===== src/rtl/eth_pcs_rx_gearbox.sv =====
// 10GBASE-R PCS receive gearbox: packs SERDES words into a bit buffer and cuts
// 66-bit blocks (2-bit sync header + 64-bit payload), with one-bit slip for block lock.
module eth_pcs_rx_gearbox #(
  parameter int unsigned W_IN       = 32,
  parameter int unsigned W_SYNC     = 2,
  parameter int unsigned W_BLK_DATA = 64
) (
  input  logic                  i_clk,
  input  logic                  i_reset,
  input  logic                  i_valid,
  input  logic [W_IN-1:0]       i_data,
  input  logic                  i_slip,
  output logic                  o_valid,
  output logic [W_SYNC-1:0]     o_sync_hdr,
  output logic [W_BLK_DATA-1:0] o_data
);

  localparam int unsigned BLK_W  = W_SYNC + W_BLK_DATA;
  localparam int unsigned BUF_W  = W_IN + BLK_W - 1;
  localparam int unsigned FILL_W = $clog2(W_IN + BLK_W);

  logic [BUF_W-1:0]      bits_q;
  logic [BUF_W-1:0]      bits_d;
  logic [FILL_W-1:0]     fill_q;
  logic [FILL_W-1:0]     fill_d;
  logic                  pend_q;
  logic                  pend_d;
  logic                  valid_d;
  logic [W_SYNC-1:0]     hdr_d;
  logic [W_BLK_DATA-1:0] data_d;

  // Append, then optional one-bit slip, then cut a block if one is complete.
  // Bits at or above fill stay zero, so appending is a plain OR at the fill point.
  always_comb begin
    bits_d  = bits_q;
    fill_d  = fill_q;
    pend_d  = pend_q;
    valid_d = 1'b0;
    hdr_d   = o_sync_hdr;
    data_d  = o_data;
    if (i_valid) begin
      bits_d = bits_q | (BUF_W'(i_data) << fill_q);
      fill_d = fill_q + FILL_W'(W_IN);
      if (i_slip || pend_q) begin
        bits_d = bits_d >> 1;
        fill_d = fill_d - FILL_W'(1);
      end
      pend_d = 1'b0;
      if (fill_d >= FILL_W'(BLK_W)) begin
        valid_d = 1'b1;
        hdr_d   = bits_d[W_SYNC-1:0];
        data_d  = bits_d[BLK_W-1:W_SYNC];
        bits_d  = bits_d >> BLK_W;
        fill_d  = fill_d - FILL_W'(BLK_W);
      end
    end else if (i_slip) begin
      pend_d = 1'b1;
    end
  end

  always_ff @(posedge i_clk) begin
    if (i_reset) begin
      bits_q     <= '0;
      fill_q     <= '0;
      pend_q     <= 1'b0;
      o_valid    <= 1'b0;
      o_sync_hdr <= '0;
      o_data     <= '0;
    end else begin
      bits_q     <= bits_d;
      fill_q     <= fill_d;
      pend_q     <= pend_d;
      o_valid    <= valid_d;
      o_sync_hdr <= hdr_d;
      o_data     <= data_d;
    end
  end

endmodule


===== config.mk =====
export PLATFORM = sky130hd
export DESIGN_NAME = eth_pcs_rx_gearbox
export DESIGN_NICKNAME = d
export VERILOG_FILES = /design/src/rtl/eth_pcs_rx_gearbox.sv
export SDC_FILE = /design/constraint.sdc
export NUM_CORES = 1
export LEC_CHECK = 0
export ABC_AREA = 1
export CELL_PAD_IN_SITES_DETAIL_PLACEMENT = 0
export CELL_PAD_IN_SITES_GLOBAL_PLACEMENT = 1
export CORE_MARGIN = 2
export CORE_UTILIZATION = 40
export DETAILED_ROUTE_END_ITERATION = 16
export DONT_BUFFER_PORTS = 1
export PLACE_DENSITY = 0.85
export SYNTH_ARGS = -nofsm -noshare
export SYNTH_HDL_FRONTEND = slang
export SYNTH_SLANG_ARGS = --single-unit

===== constraint.sdc =====
create_clock -name i_clk -period 3.26 [get_ports i_clk]
set_input_delay 0.489 -clock i_clk [delete_from_list [all_inputs] [get_ports i_clk]]
set_output_delay 0.489 -clock i_clk [all_outputs]
set_load 0.05 [all_outputs]

== Yosys cells after proc, flatten, opt, wreduce, memory -nomap -nowiden ==
Cells that the tools add are included.

* Bits of input ports: 36
* Output and inout port bits: 67
* Logic and storage cells: 23
* Bits in registers: 172

* Add/sub/neg operators: 3
* Bitwise gates (word level): 2
* Multiplexer cells: 6
* Magnitude comparators: 1
* Shifts and indexed selects: 1
* Reductions and logical operators: 4

{| class="wikitable"
|+ Operators with widths
! operator !! number
|-
| two-way mux 97 bit || 2
|-
| bitwise OR 97 bit || 1
|-
| left shift 32 x 7 -> 97 bit || 1
|-
| two-way mux 7 bit || 3
|-
| adder 7 x 6 -> 7 bit, second input constant || 1
|-
| >= comparator 7 bit, second input constant || 1
|-
| subtractor 7 x 1 -> 7 bit, second input constant || 1
|-
| subtractor 7 bit, second input constant || 1
|-
| OR reduction 2 bit || 2
|-
| AND reduction 2 bit || 1
|-
| logical OR 1 bit || 1
|-
| two-way mux 1 bit || 1
|-
| NOT 1 bit || 1
|}

== Depth between registers and ports, before layout ==
* Depth in word-level cells: 6
* Mapped depth: 19
* Gate-level depth less buffers: 16

== Worst setup path before layout ==
Ideal clock, no wire load.

* Kind: register to register
* Start: register fill_q[1]
* End: register o_data[11]
* Buffers on the path: 4
* Data required time: 3,150 ps
* Setup slack: 699 ps
* Stages on the path, launching flop included: 18
* Arrival time: 2,450 ps
* Cells stage by stage: dfxtp_1 > buf_4 > clkinv_1 > buf_2 > ha_1 > o21ai_0 > inv_1 > ha_1 > nand3_1 > nor2_2 > nand3_2 > nand2_4 > nor2_4 > buf_6 > buf_6 > nand2_1 > nand3_1 > inv_1

* Longest elaborated chain between the ends: 6
* Elaborated cells between the ends (all ways): 9

{| class="wikitable"
|+ RTL lines
! item !! RTL line !! source
|-
| from (decl) || 24 || <nowiki>logic [FILL_W-1:0] fill_q;</nowiki>
|-
| from (signal assigned) || 71 || <nowiki>fill_q <= fill_d;</nowiki>
|-
| adder 7 x 6 -> 7 bit || 43 || <nowiki>fill_d = fill_q + FILL_W'(W_IN);</nowiki>
|-
| subtractor 7 x 1 -> 7 bit || 46 || <nowiki>fill_d = fill_d - FILL_W'(1);</nowiki>
|-
| two-way mux 7 bit || 44 || <nowiki>if (i_slip || pend_q) begin</nowiki>
|-
| two-way mux 7 bit || 41 || <nowiki>if (i_valid) begin</nowiki>
|-
| >= comparator 7 bit || 49 || <nowiki>if (fill_d >= FILL_W'(BLK_W)) begin</nowiki>
|-
| AND reduction 2 bit (no source line) || -- ||
|-
| to (signal assigned) || 75 || <nowiki>o_data <= data_d;</nowiki>
|-
| to (decl) || 15 || <nowiki>output logic [W_BLK_DATA-1:0] o_data</nowiki>
|}

Several ways; a longest one is shown, not always the timed one. The select of a mux whose other input is x is not followed.
A chain may end at the register's enable or synchronous reset.

== Worst setup path after layout ==
* Start: register fill_q[1]
* End: register bits_q[84]

* Longest elaborated chain between the ends: 6
* Elaborated cells between the ends (all ways): 9

{| class="wikitable"
|+ RTL lines
! item !! RTL line !! source
|-
| adder 7 x 6 -> 7 bit || 43 ||
|-
| subtractor 7 x 1 -> 7 bit || 46 ||
|-
| two-way mux 7 bit || 44 ||
|-
| two-way mux 7 bit || 41 ||
|-
| >= comparator 7 bit || 49 ||
|-
| two-way mux 97 bit * || 49 ||
|-
| to (signal assigned) || 70 || <nowiki>bits_q <= bits_d;</nowiki>
|-
| to (decl) || 22 || <nowiki>logic [BUF_W-1:0] bits_q;</nowiki>
|}

Every way passes the cells marked *; elsewhere a longest branch is shown, timed or not. The select of a mux whose other input is x is not followed.

==> impl_metrics.yaml <==
detailed_routing:
  drt_iter0_drc: 1599
  first_pass_iters: 5
  post_drt_wl_per_cell_um: 20.16
  vias: 12020
  vias_per_cell: 5.922
  drtAntennaViolNets: 0
  totalWireLength_mm: 40.91
  drc_errors: 0
logic_synthesis:
  ys_seq_area_share_pct: 32.03
  syn_inst: 1753
  synth_area_um2: 10750
  ys_warn_count: 0
  syn_nets: 1791
  avgSynthCellArea_um2: 6.132
  synth_edf_count: 0
  synth_cell_types: 34
  synth_top_flop_cell: "dfxtp_1"
  synth_area_leaders: "dfxtp_1 32%, nand3_1 27%, nand2_1 14%"
  synthArstFlopShare_pct: 0
  yosysTopAreaCell: "dfxtp_1"
  synth_seq_cells: 172
  synth_top_area_share_pct: 32.03
timing:
  worst_hold_slack_ps: 108.0
  setup_viol: 0
  worst_pin_slew_ps: 1186
  max_freq_mhz: 361.8
  min_period_ps: 2764
  rsz0062_at_grt: "no"
  hold_viol_final: 0
  min_period_over_period_pct: 84.79
  skew_ps: 10.27
  timing.slew.headroom_pct: 20.91
  tns_ps: 0
  drv_slew: 0
  finalWorstSetupSlack_ps: 495.9
place:
  port_buffers: 0
  pre_cts_slack_ps: 532.2
  gp_congestion: 1.013
  dp_hpwl_mm: 29.13
clock_network:
  cts_setup_buffers: 0
  cts.clk_slew.worst_paths_ps: 80
  h-tree-depth: 4
  numCtsBuffers: 17
  cts_hold_buffers: 0
  clkSinkCount: 172
  cts-root-buf: "clkbuf_16"
  cts_tree: "built"
  clk_latency_ps: 440
  ctsResizeCount: 0
  cts_max_path_buffers: 2
worst_setup_path:
  ff2ff_path_depth: 14
  start_kind: "flop"
  worst-path-max-fanout: 37
  crit_path_end_kind: "flop"
  arrival_ps: 3120
  crit_slowest_cell: "buf_4"
  cp_slowest_stage_delay_ps: 400
  path_cells: "clkinv_1 > ha_1 > o21ai_0 > inv_1 > ha_1 > nand3_1 > nor2_2 > nand3_2 > nand2_4 > nand2_2 > inv_2 > buf_4 > nand3_1 > o21ai_0"
  worstSetupPathType: "reg2reg"
  cp.required_ps: 3610
grt:
  grt_pass1_wl_mm: 63.69
  grt_usage_pct: 29.04
  antenna_found_initial: 1
  grt_pass1_vias: 11070
  grt_start_max_net_pins: 99
  grt-ovfl-total: 0
job:
  drv_cap: 0
final_layout:
  final_cell_mix: "580 x nand3_1, 394 x nand2_1, 171 x dfxtp_1"
  drive_gt1_share_pct: 4.920
  final_common_cell: "nand3_1"
  area_delta_synth_final_pct: 6.984
  layout.nets: 1712
min_path:
  hold_depth: 1
  hold_class: "in2reg"
die:
  start_util_pct: 40.33
  die_w_um: 167.9
  ios: 103
  die_y_um: 167.9
  core_um2: 26650
  rows: 60
  dieArea_um2: 28200
pwr:
  p_total_w: 0.01358
  irDropWorstVdd_v: 0.0006378
  power.leakage_nw: 4.850
  power_density_nw_per_um2: 1181
status:
  status: "finished, final reports clean"
[through the flow]
step                      cell area [µm²]  utilization (%)  std cells
after detailed placement            10850            40.70       1996
after floorplan                     10750                -       1753
after global routing                11500            43.14       2028
after global placement              10850            40.70       1996
final                               11500            43.15       2029
after CTS                           11500            43.14       2028
[sequential cells by signal, indices dropped and copies added, names as in the netlist]
| register | count |
|---|---|
| o_valid | 1 |
| fill_q | 7 |
| pend_q | 1 |
| o_data | 64 |
| o_sync_hdr | 2 |
| bits_q | 97 |
[path summary, 6_finish.rpt]
check                                             start                       to  slack (ps)
worst max-delay path             fill_q[1]$_SDFFE_PP0P_  bits_q[84]$_SDFFE_PP0P_         500
worst min-delay path                            i_reset  o_data[26]$_SDFFE_PP0P_         110
worst max register to register   fill_q[1]$_SDFFE_PP0P_  bits_q[84]$_SDFFE_PP0P_         500
worst min register to register  bits_q[76]$_SDFFE_PP0P_  bits_q[76]$_SDFFE_PP0P_         450
[cell usage after synthesis (3+ instances only)]
cell	n
o21bai_1	6
inv_2	11
a21oi_1	66
nand3_1	580
nor2_2	4
nand2_1	394
clkbuf_1	68
o211ai_1	5
o21ai_0	110
dfxtp_1	172
a31oi_1	3
nor2_4	3
a21boi_0	14
o22ai_1	6
nand4_1	51
buf_1	23
inv_1	114
nor2_1	73
buf_6	5
buf_2	26
[report_power, final]
part	internal, W	switching [W]	total [W]	leakage, nW
combinational	0.00183	0.00519	0.00702	3.13
clock	0.00125	0.00103	0.00229	0.317
sequential	0.00280	0.00147	0.00427	1.41
total	0.00588	0.00769	0.0136	4.85
[cell families after synthesis]
logic type                 count (synthesis)  share of synthesized area, %
buffers and inverters                    251                         9.487
xor gates and xnor gates                   3                        0.2445
AOI/OAI and AO/OA                        215                         10.81
and+or+nand+nor                         1110                         47.19
adders and majority gates                  2                        0.2328
DFF                                      172                         32.03
[worst max-delay path, delay by kind of cell, from the launching register on]
family | cells | cell delay [ps]
AOI/OAI and AO/OA | 2 | 210
adders and majority gates | 2 | 450
buffers and inverters | 4 | 720
DFF | 1 | 340
and+or+nand+nor | 6 | 920
[final cells by class]
class / count / area [µm²]
Tap cell: 341 / 426.7
Clock inverter: 15 / 225.2
Inverter: 127 / 476.7
Antenna cell: 1 / 2.502
Timing Repair Buffer: 26 / 195.2
Fill cell: 2812 / 15150
Sequential cell: 172 / 3445
Clock buffer: 17 / 425.4
Multi-Input combinational cell: 1330 / 6304
[layer usage]
layer / global-route usage (%) / share of wire [%]
met4: 11.80 / 3.9
met1: 39.47 / 43
met2: 45.15 / 44
met5: 0 / 0
met3: 5.783 / 8.8
(Power assumes the default switching activity.)
